===== config.mk =====
export PLATFORM = sky130hd
export DESIGN_NAME = booth_r8_pp_accumulator_flat
export DESIGN_NICKNAME = d
export VERILOG_FILES = /design/src/rtl/booth_r8_pp_accumulator_pkg.sv /design/src/rtl/booth_r8_pp_accumulator_if.sv /design/src/rtl/booth_r8_pp_select.sv /design/src/rtl/booth_r8_pp_accumulator.sv /design/src/flat_wrapper.sv
export SDC_FILE = /design/constraint.sdc
export NUM_CORES = 1
export LEC_CHECK = 0
export CAP_MARGIN = 40
export CORE_MARGIN = 5
export CORE_UTILIZATION = 53
export CTS_CLUSTER_DIAMETER = 60
export CTS_CLUSTER_SIZE = 10
export DETAILED_ROUTE_END_ITERATION = 8
export PLACE_DENSITY = 0.89
export SETUP_SLACK_MARGIN = 0.3
export SYNTH_ARGS = -nofsm -noshare
export SYNTH_HDL_FRONTEND = slang
export SYNTH_SLANG_ARGS = --single-unit

===== constraint.sdc =====
create_clock -name clk -period 5.2 [get_ports clk]
set_input_delay 1.04 -clock clk [delete_from_list [all_inputs] [get_ports clk]]
set_output_delay 1.04 -clock clk [all_outputs]
set_load 0.05 [all_outputs]

===== src/rtl/booth_r8_pp_accumulator_pkg.sv =====
// Shared types and sizing for the radix-8 Booth digit path (encoder and per-lane accumulator).
package booth_r8_pkg;
    localparam int A_W   = 12;
    localparam int B_W   = 12;
    localparam int NDIG  = (B_W + 2) / 3;
    localparam int P_W   = A_W + B_W;
    localparam int AX_W  = A_W + 1;
    localparam int PP_W  = A_W + 3;
    localparam int IDX_W = $clog2(NDIG);
    localparam int SH_W  = $clog2(3 * (NDIG - 1) + 1);

    typedef struct packed {
        logic       neg;
        logic [2:0] mag;
    } booth_digit_t;

    typedef enum logic [1:0] {
        MODE_INT8 = 2'd0,
        MODE_FP16 = 2'd1,
        MODE_BF16 = 2'd2,
        MODE_RSVD = 2'd3
    } booth_mode_t;

    typedef enum logic [1:0] {
        ST_IDLE    = 2'd0,
        ST_PRECOMP = 2'd1,
        ST_ACCUM   = 2'd2,
        ST_DONE    = 2'd3
    } acc_state_t;

    // Reserved mode falls through to the FP16 mantissa view.
    function automatic logic signed [AX_W-1:0] extend_operand(input logic [10:0] op_a,
                                                              input booth_mode_t mode);
        logic signed [AX_W-1:0] r;
        case (mode)
            MODE_INT8: r = {{(AX_W-8){op_a[7]}}, op_a[7:0]};
            MODE_BF16: r = {{(AX_W-8){1'b0}}, op_a[7:0]};
            default:   r = {{(AX_W-11){1'b0}}, op_a[10:0]};
        endcase
        return r;
    endfunction
endpackage


===== src/rtl/booth_r8_pp_accumulator_if.sv =====
// Operand, digit-stream and product handshakes between the row encoder, one lane and the FMA adder.
interface booth_r8_pp_accumulator_if;
    import booth_r8_pkg::*;

    logic           op_valid;
    logic           op_ready;
    logic [A_W-1:0] op_a;
    logic [1:0]     op_mode;
    logic           dig_valid;
    logic           dig_ready;
    logic [3:0]     dig_code;
    logic           dig_last;
    logic           out_valid;
    logic           out_ready;
    logic [P_W-1:0] out_prod;
    logic           out_err;

    modport master (
        output op_valid, op_a, op_mode, dig_valid, dig_code, dig_last, out_ready,
        input  op_ready, dig_ready, out_valid, out_prod, out_err
    );

    modport slave (
        input  op_valid, op_a, op_mode, dig_valid, dig_code, dig_last, out_ready,
        output op_ready, dig_ready, out_valid, out_prod, out_err
    );
endinterface


===== src/rtl/booth_r8_pp_select.sv =====
// Picks the Booth multiple {0,A,2A,3A,4A} for one digit and applies its sign.
module booth_r8_pp_select
    import booth_r8_pkg::*;
(
    input  logic signed [AX_W-1:0] a,
    input  logic signed [PP_W-1:0] a3,
    input  booth_digit_t           digit,
    output logic signed [PP_W-1:0] pp,
    output logic                   illegal
);
    logic signed [PP_W-1:0] a_ext;
    logic signed [PP_W-1:0] mult;

    assign a_ext = {{(PP_W-AX_W){a[AX_W-1]}}, a};

    always_comb begin
        mult    = '0;
        illegal = 1'b0;
        case (digit.mag)
            3'd0:    mult = '0;
            3'd1:    mult = a_ext;
            3'd2:    mult = a_ext <<< 1;
            3'd3:    mult = a3;
            3'd4:    mult = a_ext <<< 2;
            default: illegal = 1'b1;
        endcase
        pp = digit.neg ? -mult : mult;
    end
endmodule


===== src/rtl/booth_r8_pp_accumulator.sv =====
// Per-lane radix-8 Booth partial-product accumulator: latch A, build 3A, shift-add one digit per cycle.
//  state      | meaning
//  ST_IDLE    | waiting for a multiplicand
//  ST_PRECOMP | registering 3A, clearing acc/idx
//  ST_ACCUM   | accepting one digit per cycle
//  ST_DONE    | product held until downstream accepts
module booth_r8_pp_accumulator
    import booth_r8_pkg::*;
(
    input  logic clk,
    input  logic rst,
    booth_r8_pp_accumulator_if.slave bus
);
    acc_state_t             state;
    acc_state_t             state_nxt;
    logic signed [AX_W-1:0] a_q;
    logic signed [PP_W-1:0] a3_q;
    logic signed [P_W-1:0]  acc_q;
    logic [IDX_W-1:0]       idx_q;
    logic                   err_q;

    booth_digit_t           digit;
    logic signed [PP_W-1:0] pp;
    logic                   pp_illegal;
    logic signed [P_W-1:0]  pp_ext;
    logic signed [P_W-1:0]  pp_shifted;
    logic [SH_W-1:0]        shamt;
    logic                   op_fire;
    logic                   dig_fire;
    logic                   last_slot;
    logic                   unused_op_msb;

    assign digit         = booth_digit_t'(bus.dig_code);
    assign unused_op_msb = bus.op_a[A_W-1];
    assign last_slot     = (idx_q == IDX_W'(NDIG - 1));

    booth_r8_pp_select u_pp_select (
        .a       (a_q),
        .a3      (a3_q),
        .digit   (digit),
        .pp      (pp),
        .illegal (pp_illegal)
    );

    // Digit i carries weight 8**i.
    assign shamt      = SH_W'(idx_q) * SH_W'(3);
    assign pp_ext     = {{(P_W-PP_W){pp[PP_W-1]}}, pp};
    assign pp_shifted = pp_ext <<< shamt;

    assign bus.out_prod = acc_q;
    assign bus.out_err  = err_q;

    always_comb begin
        state_nxt     = state;
        bus.op_ready  = 1'b0;
        bus.dig_ready = 1'b0;
        bus.out_valid = 1'b0;
        op_fire       = 1'b0;
        dig_fire      = 1'b0;
        case (state)
            ST_IDLE: begin
                bus.op_ready = 1'b1;
                if (bus.op_valid) begin
                    op_fire   = 1'b1;
                    state_nxt = ST_PRECOMP;
                end
            end
            ST_PRECOMP: state_nxt = ST_ACCUM;
            ST_ACCUM: begin
                bus.dig_ready = 1'b1;
                if (bus.dig_valid) begin
                    dig_fire = 1'b1;
                    if (bus.dig_last || last_slot) begin
                        state_nxt = ST_DONE;
                    end
                end
            end
            ST_DONE: begin
                bus.out_valid = 1'b1;
                if (bus.out_ready) begin
                    state_nxt = ST_IDLE;
                end
            end
            default: state_nxt = ST_IDLE;
        endcase
    end

    always_ff @(posedge clk) begin
        if (rst) begin
            state <= ST_IDLE;
            a_q   <= '0;
            a3_q  <= '0;
            acc_q <= '0;
            idx_q <= '0;
            err_q <= 1'b0;
        end else begin
            state <= state_nxt;
            if (op_fire) begin
                a_q   <= extend_operand(bus.op_a[10:0], booth_mode_t'(bus.op_mode));
                err_q <= (bus.op_mode == MODE_RSVD);
            end
            if (state == ST_PRECOMP) begin
                a3_q  <= {{(PP_W-AX_W){a_q[AX_W-1]}}, a_q} + ({{(PP_W-AX_W){a_q[AX_W-1]}}, a_q} <<< 1);
                acc_q <= '0;
                idx_q <= '0;
            end
            if (dig_fire) begin
                acc_q <= acc_q + pp_shifted;
                idx_q <= idx_q + 1'b1;
                // A full-length stream without a terminator is still accumulated but flagged.
                if (pp_illegal || (last_slot && !bus.dig_last)) begin
                    err_q <= 1'b1;
                end
            end
        end
    end
endmodule


===== src/flat_wrapper.sv =====
// flat-port wrapper written by rule: the top's interface ports become plain ports
module booth_r8_pp_accumulator_flat import booth_r8_pkg::*;
  (clk, rst, bus_op_valid, bus_op_a, bus_op_mode, bus_dig_valid, bus_dig_code, bus_dig_last, bus_out_ready, bus_op_ready, bus_dig_ready, bus_out_valid, bus_out_prod, bus_out_err);
  booth_r8_pp_accumulator_if bus_i ();
  input  logic clk;
  input  logic rst;
  input wire logic [$bits(bus_i.op_valid)-1:0] bus_op_valid;
  input wire logic [$bits(bus_i.op_a)-1:0] bus_op_a;
  input wire logic [$bits(bus_i.op_mode)-1:0] bus_op_mode;
  input wire logic [$bits(bus_i.dig_valid)-1:0] bus_dig_valid;
  input wire logic [$bits(bus_i.dig_code)-1:0] bus_dig_code;
  input wire logic [$bits(bus_i.dig_last)-1:0] bus_dig_last;
  input wire logic [$bits(bus_i.out_ready)-1:0] bus_out_ready;
  output wire logic [$bits(bus_i.op_ready)-1:0] bus_op_ready;
  output wire logic [$bits(bus_i.dig_ready)-1:0] bus_dig_ready;
  output wire logic [$bits(bus_i.out_valid)-1:0] bus_out_valid;
  output wire logic [$bits(bus_i.out_prod)-1:0] bus_out_prod;
  output wire logic [$bits(bus_i.out_err)-1:0] bus_out_err;
  assign bus_i.op_valid = bus_op_valid;
  assign bus_i.op_a = bus_op_a;
  assign bus_i.op_mode = bus_op_mode;
  assign bus_i.dig_valid = bus_dig_valid;
  assign bus_i.dig_code = bus_dig_code;
  assign bus_i.dig_last = bus_dig_last;
  assign bus_i.out_ready = bus_out_ready;
  assign bus_op_ready = bus_i.op_ready;
  assign bus_dig_ready = bus_i.dig_ready;
  assign bus_out_valid = bus_i.out_valid;
  assign bus_out_prod = bus_i.out_prod;
  assign bus_out_err = bus_i.out_err;
  booth_r8_pp_accumulator u_core (.clk(clk), .rst(rst), .bus(bus_i));
endmodule

==> results_dict.tcl, run 1 <==
set metrics [dict create \
    ant_nets 0 \
    async_flop_share_pct 0 \
    cts_buffers 5 \
    fin_ws_ps -701 \
    antenna_found_initial 0 \
    fin_nets 975 \
    grt-ovfl-total 0 \
    vias 7328 \
    r2r_end "u_core.bus.out_prod[23]$_SDFFE_PP0P_" \
    ir_worst_vdd_mv 0.379 \
    cp.required_ps 5450 \
    violations "DRC, setup timing" \
    cts_hold_buf 0 \
    synth_seq_cells 55 \
    synth_top_family_by_area "compound AO/OA/AOI/OAI gates" \
    place_ws_ps -1020 \
    synth.avg_cell_area_sq_um 7.62 \
    cts_sinks 55 \
    gp_congestion 0.956 \
    ff2ff_path_depth 22 \
    yosysUniqueCellTypes 82 \
    maxCapViolCount 0 \
    power_mw 3.46 \
    track_usage_pct 30.8 \
    grt_pass1_vias 6711 \
    tightest_slew_ps 896 \
    drt_iter0_markers 1241 \
    setup_viol 15 \
    cp.arrival_ps 6150 \
    diodes 0 \
    p_per_area_mw_per_mm2 427 \
    start_util_pct 53.7 \
    synthesis.nets 793 \
    critPathLaunchType "input pin" \
    max_slew_margin_pct 40.3 \
    synthAdderAreaFrac_pct 11.2 \
    synth_xor_area_share_pct 5.26 \
    period_needed_ps 5900 \
    crit_type "in -> reg" \
    r2r_slack_ps -150 \
    slew_viol_final 0 \
    htreeDepth 2 \
    clk_latency_ps 360 \
    syn_inst 721 \
    synth.area.top_cells "dfxtp_1 20%, ha_1 10%, a21oi_1 7.1%, nand2_1 5.4%, mux2i_1 5.3%" \
    crit_path_end_kind "register" \
    rsz0062_at_grt "yes" \
    grt_pass1_wl_um 32200 \
    ctsRootBufferMaster "clkbuf_8" \
    path_max_fanout 8 \
    io_pins 52 \
    die-area_sq_mm 0.0125 \
    ys_seq_area_share_pct 20.0 \
    clock_path_buffers 2 \
    hp-start "u_core.a3_q[2]$_SDFFE_PP0P_" \
    placed_cells 984 \
    multiInputGateArea_sq_mm 0.00474 \
    hold_class "reg -> reg" \
    hold_viol 0 \
    io_buffers 50 \
    synth_flop_cell "dfxtp_1" \
    die_y_um 112 \
    avgRoutedWirePerCell_um 24.0 \
    finalCritPeriodShare_pct 113 \
    via_per_inst 7.05 \
    yosys.area_share.simple_pct 24.0 \
    synth_warnings 0 \
    dr.pass1.iters 9 \
    drc 1 \
    clk_pin_slew_worst_paths_ps 140 \
    grt_max_degree 43 \
    p_leak_nw 3.56 \
    synth.area.mux_share_pct 8.36 \
    fill_cells 547 \
    core_area_sq_mm 0.0102 \
    regArea_sq_mm 0.00110 \
    whs_path_depth 2 \
    clock.fmax_ghz 0.169 \
    synth_enable_flop_cells 0 \
    post-route-util_pct 79.2 \
    layout_common_cells "149 x buf_4, 75 x nand2_1, 60 x nor2_1, 55 x dfxtp_1, 54 x a21oi_1" \
    synth_top_area_share_pct 20.0 \
    areaGrowthSynthToFinish_pct 47.5 \
    r2r-start "u_core.a_q[5]$_SDFFE_PP0P_" \
    stdcell_count 1040 \
    fp-row-count 37 \
    die_width_um 112 \
    place_hpwl_um 12000 \
    syn_area_sq_mm 0.00549 \
    holdPathEnd "u_core.a3_q[2]$_SDFFE_PP0P_" \
    tritoncts "done" \
    layout-drive-gt1-share_pct 33.6 \
    final_common_cell "buf_4" \
    synth_top_area_cell "dfxtp_1" \
    synth-compound-area-share_pct 25.8 \
    worst_hold_slack_ps 502 \
    clock_skew_ps 32.0 \
    finalWirelength_um 25000 \
    status "finished with violations" \
]
## timing repair
action / in CTS / in global routing
buffers inserted: 40 / 5
pin swaps: 59 / 30
resized for setup: 95 / 58
gates cloned: 3 / 0
endpoints found under the setup margin: 15 / 16
## critical path, stage by stage
cell       delay (ps)
buf_12            130
buf_12            130
mux2_4            310
a211oi_4          220
nand2_2           110
buf_6             130
or4_4             530
buf_8             170
o21ai_1           160
a31oi_1           110
o21ai_2           230
a21oi_2           120
mux2i_1           390
o22ai_1           210
ha_1              260
a21o_1            230
a21o_1            240
a21oi_4           180
o21ai_2           140
o2111ai_4         370
and3_4            290
nor3_2             50
o2bb2ai_1         230
nand3_1           120
## report_power, final
part,total [mW],switching (mW),internal [mW]
combinational,2.60,1.45,1.15
clock,0.286,0.184,0.102
sequential,0.570,0.0802,0.489
## cell families (layout without fill, tap and decap cells)
group | count (synthesis) | count (layout)
AO/OA/AOI/OAI | 216 | 216
XOR/XNOR | 33 | 33
adder cells (fa/ha/maj) | 48 | 48
buffers and inverters | 66 | 249
flip-flops | 55 | 55
multiplexers | 40 | 40
AND/OR/NAND/NOR | 263 | 263
## Yosys cell counts (7+ instances only)
| master | n |
|---|---|
| nor2b_1 | 7 |
| nand2_1 | 79 |
| a31oi_1 | 10 |
| a211oi_1 | 10 |
| o21ai_0 | 33 |
| nor2_1 | 64 |
| nand3_1 | 33 |
| nor3_1 | 21 |
| xor2_1 | 13 |
| nand2b_1 | 7 |
| dfxtp_1 | 55 |
| buf_1 | 10 |
| xnor2_1 | 20 |
| a21oi_1 | 78 |
| inv_1 | 20 |
| ha_1 | 46 |
| mux2i_1 | 29 |
| a21o_1 | 14 |
| clkbuf_1 | 22 |
| nor4bb_1 | 10 |
## metrics by stage
step,setup TNS (ps),area (sq um)
6_report,-5670,8100
5_1_grt,-6780,8100
4_1_cts,0,7770
3_5_place_dp,-12070,6960
3_3_place_gp,-9700,6920
2_1_floorplan,-19.0,5580
## cell type report
cell class	count	share of cell area, %
clock buffer	5	0.850
tap	136	2.10
timing repair buffer	217	23.5
multi-input combinational	600	58.5
clock inverter	3	0.417
inverter	24	1.11
sequential	55	13.6
## worst max path at each step
stage / start / endpoint / slack [ps] / cells after the start
3_5_place_dp: bus_dig_code[0] / u_core.bus.out_prod[22]$_SDFFE_PP0P_ / -1020 / 20
4_1_cts: bus_dig_code[0] / u_core.bus.out_prod[21]$_SDFFE_PP0P_ / 30 / 21
5_1_grt: bus_dig_code[1] / u_core.bus.out_prod[23]$_SDFFE_PP0P_ / -790 / 23
3_3_place_gp: bus_dig_code[0] / u_core.bus.out_prod[22]$_SDFFE_PP0P_ / -830 / 20
2_1_floorplan: bus_dig_code[0] / u_core.bus.out_prod[23]$_SDFFE_PP0P_ / -10 / 19
6_report: bus_dig_code[0] / u_core.bus.out_prod[23]$_SDFFE_PP0P_ / -700 / 24
## layer usage
| metal | vias up | global-route usage, % | part of all wire [%] |
|---|---|---|---|
| met1 | 3338 | 33.0 | 34 |
| met2 | 691 | 53.7 | 45 |
| li1 | 3013 | - | - |
| met4 | 0 | 22.0 | 10 |
| met3 | 286 | 6.14 | 11 |
| met5 | - | 0 | 0 |
## sequential cells by signal, summed over array words and instances (netlist names)
name and flops:
u_core.a_q 12, u_core.bus.out_prod 24, u_core.idx_q 2, u_core.a3_q 14, u_core.bus.out_err 1, u_core.state 2
Power figures use the tool's default switching activity.
==> inputs of run 2 (changes only) <==
Settings changed: CORE_UTILIZATION 53 to 30, GPL_ROUTABILITY_DRIVEN set to 0, PLACE_DENSITY 0.89 to 0.48.
==> run 2 against run 1 <==
The run ends with setup timing left. Sequential power shrank 2%. Critical path depth fell by 3. Sequential share of layout area grew 0.061 points. Count of clock-buffer cells in the layout up 1. Cell count is 8.8% higher. Via count is 21% lower. Routed wire length is 33% lower. Worst hold slack got worse by 16 ps. Maximum frequency grew 11%. Critical path type unchanged.
==> results_dict.tcl, run 2 (same netlist as run 1, synthesis figures left out) <==
set metrics [dict create \
    status "finished with violations" \
    violations "setup timing" \
    avgRoutedWirePerCell_um 14.7 \
    ctsRootBufferMaster "clkbuf_16" \
    stdcell_count 1131 \
    clock_path_buffers 2 \
    largest_reg_flops 24 \
    setup_tns_ps -347 \
    hold_viol 0 \
    max_slew_margin_pct 51.4 \
    power_mw 3.16 \
    areaGrowthSynthToFinish_pct 46.8 \
    clock_skew_ps 4.11 \
    start_util_pct 30.5 \
    cts_sinks 55 \
    p_per_area_mw_per_mm2 392 \
    grt_max_degree 39 \
    place_ws_ps -948 \
    tritoncts "done" \
    crit_path_end_kind "register" \
    diodes 0 \
    p_leak_nw 3.52 \
    clk_latency_ps 310 \
    dpl_cell_area_sq_mm 0.00718 \
    die_y_um 145 \
    antenna_found_initial 0 \
    drc 0 \
    place_hpwl_um 12400 \
    track_usage_pct 15.0 \
    finalWirelength_um 16700 \
    cts_hold_buf 0 \
    layout_common_cells "149 x buf_4, 76 x nand2_1, 60 x nor2_1, 60 x a21oi_1, 55 x dfxtp_1" \
    ant_nets 0 \
    fin_nets 973 \
    vias 5794 \
    core_area_sq_mm 0.0180 \
    period_needed_ps 5300 \
    via_per_inst 5.12 \
    grt_pass1_vias 5612 \
    ir_worst_vdd_mv 0.323 \
    fp-row-count 49 \
    dr.pass1.iters 4 \
    post-route-util_pct 44.7 \
    cp.required_ps 5400 \
    crit_type "in -> reg" \
    placed_cells 1090 \
    die-area_sq_mm 0.0211 \
    grt-ovfl-total 0 \
    fill_cells 1819 \
    htreeDepth 2 \
    maxCapViolCount 0 \
    io_pins 52 \
    cts_buffers 5 \
    final_area_sq_mm 0.00806 \
    finalCritPeriodShare_pct 102 \
    io_buffers 50 \
    grt_pass1_wl_um 27300 \
    clock.fmax_ghz 0.189 \
    worst_hold_slack_ps 486 \
    hold_class "reg -> reg" \
    die_width_um 145 \
    layout-drive-gt1-share_pct 31.6 \
    path_max_fanout 7 \
    cp.arrival_ps 5490 \
    final_common_cell "buf_4" \
    drt_iter0_markers 215 \
    slew_viol_final 0 \
    setup_viol 8 \
    fin_ws_ps -96.0 \
    clk_pin_slew_worst_paths_ps 80 \
    critPathLaunchType "input pin" \
    rsz0062_at_grt "yes" \
    tightest_slew_ps 727 \
]
## run 2: changes by cell type in the layout (fill, tap and decap cells not counted), moves of 3 or more
cell | previous run | this run
clkbuf_8 | 5 | 0
nor2_4 | 3 | 0
nor2_2 | 1 | 4
clkbuf_16 | 0 | 5
buf_16 | 3 | 0
a21oi_1 | 54 | 60
buf_6 | 11 | 6
a21oi_2 | 21 | 16
## run 2: path summary, 6_finish.rpt
path	startpoint	to	slack, ps	cells past startpoint
setup / recovery	bus_dig_code[0]	u_core.bus.out_prod[23]$_SDFFE_PP0P_	-100	21
hold / removal	u_core.a3_q[2]$_SDFFE_PP0P_	u_core.a3_q[2]$_SDFFE_PP0P_	490	2
hold reg to reg	u_core.a3_q[2]$_SDFFE_PP0P_	u_core.a3_q[2]$_SDFFE_PP0P_	490	2
setup reg to reg	u_core.a_q[5]$_SDFFE_PP0P_	u_core.bus.out_prod[22]$_SDFFE_PP0P_	510	21
## run 2: layout make-up
type	instances	area [sq um]	area share, %
clock buffer	6	129	1.60
sequential	55	1100	13.7
tap	229	287	3.55
inverter	24	90.1	1.12
clock inverter	2	16.3	0.202
multi-input combinational	600	4590	56.9
timing repair buffer	215	1850	23.0
## run 2: power breakdown
| group | internal (mW) | leakage (nW) | switching, mW |
|---|---|---|---|
| logic | 1.11 | 3.00 | 1.13 |
| registers | 0.489 | 0.447 | 0.0708 |
| clock network | 0.182 | 0.0675 | 0.183 |
## run 2: critical path, stage by stage
cell and delay [ps]:
buf_8 110, buf_12 130, buf_8 120, mux2_4 290, a211o_1 320, or4_4 540
or2_4 280, o21ai_4 150, xnor2_1 100, mux4_2 530, mux2i_2 200, o21ai_1 100
ha_2 300, a21o_1 200, a21oi_4 160, o21ai_4 90, o2111ai_4 280, and3_4 250
nor3_2 40, o211ai_1 150, nand3_1 90
## run 2: timing repair
action | in CTS | in global routing
buffers inserted | 18 | 13
endpoints found under the setup margin | 15 | 16
gates cloned | 2 | 0
endpoints found under the hold margin | 0 | 0
pin swaps | 41 | 45
resized for setup | 53 | 67
## run 2: metal layers
layer | GRT usage (%) | routed length (um) | vias up
li1 | - | - | 2999
met1 | 19.6 | 7830 | 2718
met2 | 26.0 | 8210 | 60
met3 | 2.25 | 359 | 17
met4 | 3.22 | 246 | 0
met5 | 0 | 0 | -
==> inputs of run 3 (changes only) <==
Settings changed: SETUP_SLACK_MARGIN 0.3 to 0.15.
==> run 3 against run 2 <==
The run still ends with setup timing left. Clock power increased by 15%. Setup slack lost 57 ps. Critical path depth grew 1. Core utilization grew 0.90 points. Worst hold slack about the same. Count of clock-buffer cells in the layout is the same. Largest power group unchanged.
==> results_dict.tcl, run 3 (same netlist as run 1, synthesis figures left out) <==
set metrics [dict create \
    status "finished with violations" \
    violations "setup timing" \
    cts_sinks 55 \
    critPathLaunchType "input pin" \
    final_common_cell "buf_4" \
    cts_buffers 5 \
    start_util_pct 30.5 \
    p_int_mw 1.85 \
    p_leak_nw 3.64 \
    place_hpwl_um 12600 \
    ctsRootBufferMaster "clkbuf_16" \
    p_seq_share_pct 17.4 \
    crit_type "in -> reg" \
    whs_path_depth 2 \
    io_pins 52 \
    r2r_slack_ps 310 \
    vias 5904 \
    p_per_area_mw_per_mm2 394 \
    dr.pass1.iters 5 \
    avgRoutedWirePerCell_um 15.3 \
    clk_pin_slew_worst_paths_ps 80 \
    path_max_fanout 8 \
    grt-ovfl-total 0 \
    crit_path_end_kind "register" \
    hp-start "u_core.a3_q[2]$_SDFFE_PP0P_" \
    fin_ws_ps -153 \
    ir_worst_vdd_mv 0.294 \
    use_met2_pct 28.0 \
    place_ws_ps -1050 \
    io_buffers 50 \
    setup_tns_ps -637 \
    period_needed_ps 5350 \
    clk_latency_ps 310 \
    fp-row-count 49 \
    p_sw_mw 1.39 \
    layout_common_cells "148 x buf_4, 73 x nand2_1, 62 x nor2_1, 59 x a21oi_1, 55 x dfxtp_1" \
    htreeDepth 2 \
    cp.arrival_ps 5560 \
    core_area_sq_mm 0.0180 \
    stdcell_count 1141 \
    die-area_sq_mm 0.0211 \
    antenna_found_initial 0 \
    sw_frac_of_total_pct 43.0 \
    die_width_um 145 \
    finalWirelength_um 17500 \
    dpl_cell_area_sq_mm 0.00715 \
    cp.required_ps 5410 \
    clock.fmax_ghz 0.187 \
    setup_viol 7 \
    hold_class "reg -> reg" \
    p_comb_share_pct 69.6 \
    drt_iter0_markers 264 \
    max_slew_margin_pct 47.0 \
    finalCritPeriodShare_pct 103 \
    via_per_inst 5.17 \
    grt_use_met1_pct 20.1 \
    areaGrowthSynthToFinish_pct 49.7 \
    rsz0062_at_grt "yes" \
    p_clk_share_pct 13.0 \
    maxCapViolCount 0 \
    track_usage_pct 15.9 \
    die_y_um 145 \
    grt_pass1_vias 5851 \
    r2r_end "u_core.bus.out_prod[22]$_SDFFE_PP0P_" \
    final_area_sq_mm 0.00823 \
    grt_pass1_wl_um 28900 \
    fin_nets 983 \
    grt_busiest_layer "met2" \
    ant_nets 0 \
    placed_cells 1087 \
    ff2ff_path_depth 21 \
    tritoncts "done" \
    clock_path_buffers 2 \
    drc 0 \
    diodes 0 \
    slew_viol_final 0 \
    tightest_slew_ps 793 \
    r2r-start "u_core.a_q[1]$_SDFFE_PP0P_" \
    power_mw 3.24 \
    gr-usage-met3_pct 2.40 \
    layout-drive-gt1-share_pct 31.7 \
    largest_reg_flops 24 \
    grt_max_degree 38 \
    clock_skew_ps 6.34 \
    fill_cells 1750 \
    holdPathEnd "u_core.a3_q[2]$_SDFFE_PP0P_" \
    hold_viol 0 \
]
==> run 3: power by group through the flow <==
stage               sequential, mW  clock, mW  combinational, mW
global placement             0.566          0               1.86
CTS                          0.562      0.438               2.12
floorplan                    0.588          0               1.16
global route                 0.577      0.450               2.46
finish                       0.564      0.421               2.25
detailed placement           0.571          0               1.90
==> run 3: worst max path at each step <==
| stage | from | end | slack [ps] | depth (start not counted) |
|---|---|---|---|---|
| final | bus_dig_code[0] | u_core.bus.out_prod[22]$_SDFFE_PP0P_ | -150 | 22 |
| after global routing | bus_dig_code[0] | u_core.bus.out_prod[22]$_SDFFE_PP0P_ | -310 | 23 |
| after CTS | bus_dig_code[0] | u_core.bus.out_prod[21]$_SDFFE_PP0P_ | -70 | 21 |
| after detailed placement | bus_dig_code[0] | u_core.bus.out_prod[22]$_SDFFE_PP0P_ | -1050 | 22 |
| after global placement | bus_dig_code[0] | u_core.bus.out_prod[22]$_SDFFE_PP0P_ | -930 | 22 |
| after floorplan | bus_dig_code[0] | u_core.bus.out_prod[23]$_SDFFE_PP0P_ | -10 | 19 |
==> run 3: per-layer routing <==
metal | up-vias | wire, um
met5 | - | 0
met4 | 0 | 378
met3 | 25 | 523
met2 | 118 | 8730
met1 | 2734 | 7820
li1 | 3027 | -
==> run 3: cell type report <==
type / instances / area, sq um / share of cell area [%]
Clock buffer: 6 / 139 / 1.69
Tap cell: 229 / 287 / 3.48
Inverter: 24 / 90.1 / 1.10
Clock inverter: 2 / 35.0 / 0.426
Sequential cell: 55 / 1100 / 13.4
Multi-Input combinational cell: 600 / 4570 / 55.5
Timing Repair Buffer: 225 / 2010 / 24.4
==> run 3: through the flow <==
| stage | hold slack (ps) | utilization, % |
|---|---|---|
| global route | 525 | 45.6 |
| CTS | 496 | 44.1 |
| finish | 486 | 45.6 |
| detailed placement | 474 | 39.7 |
| floorplan | 450 | - |
| global placement | 471 | 39.6 |
==> run 3: what timing repair did <==
| item | CTS | global route |
|---|---|---|
| cloned | 2 | 0 |
| hold buffers | 0 | 0 |
| setup buffers | 31 | 13 |
| setup endpoints to repair | 15 | 13 |
| pin swaps | 59 | 52 |
| gates resized for setup | 87 | 47 |
==> run 3: critical path, cell delays in order <==
cell and delay [ps]:
buf_12 120, buf_12 140, buf_6 110, mux2_4 280, a221o_1 340, or4_4 500
or2_4 280, o21ai_4 170, xnor2_1 90, mux4_2 520, nor2_2 120, a21oi_2 60
mux2i_2 240, ha_1 300, a21oi_2 160, o21a_1 160, nor2_2 60, a211o_1 330
nand2_2 130, o21ai_4 80, buf_6 120, a211o_1 230
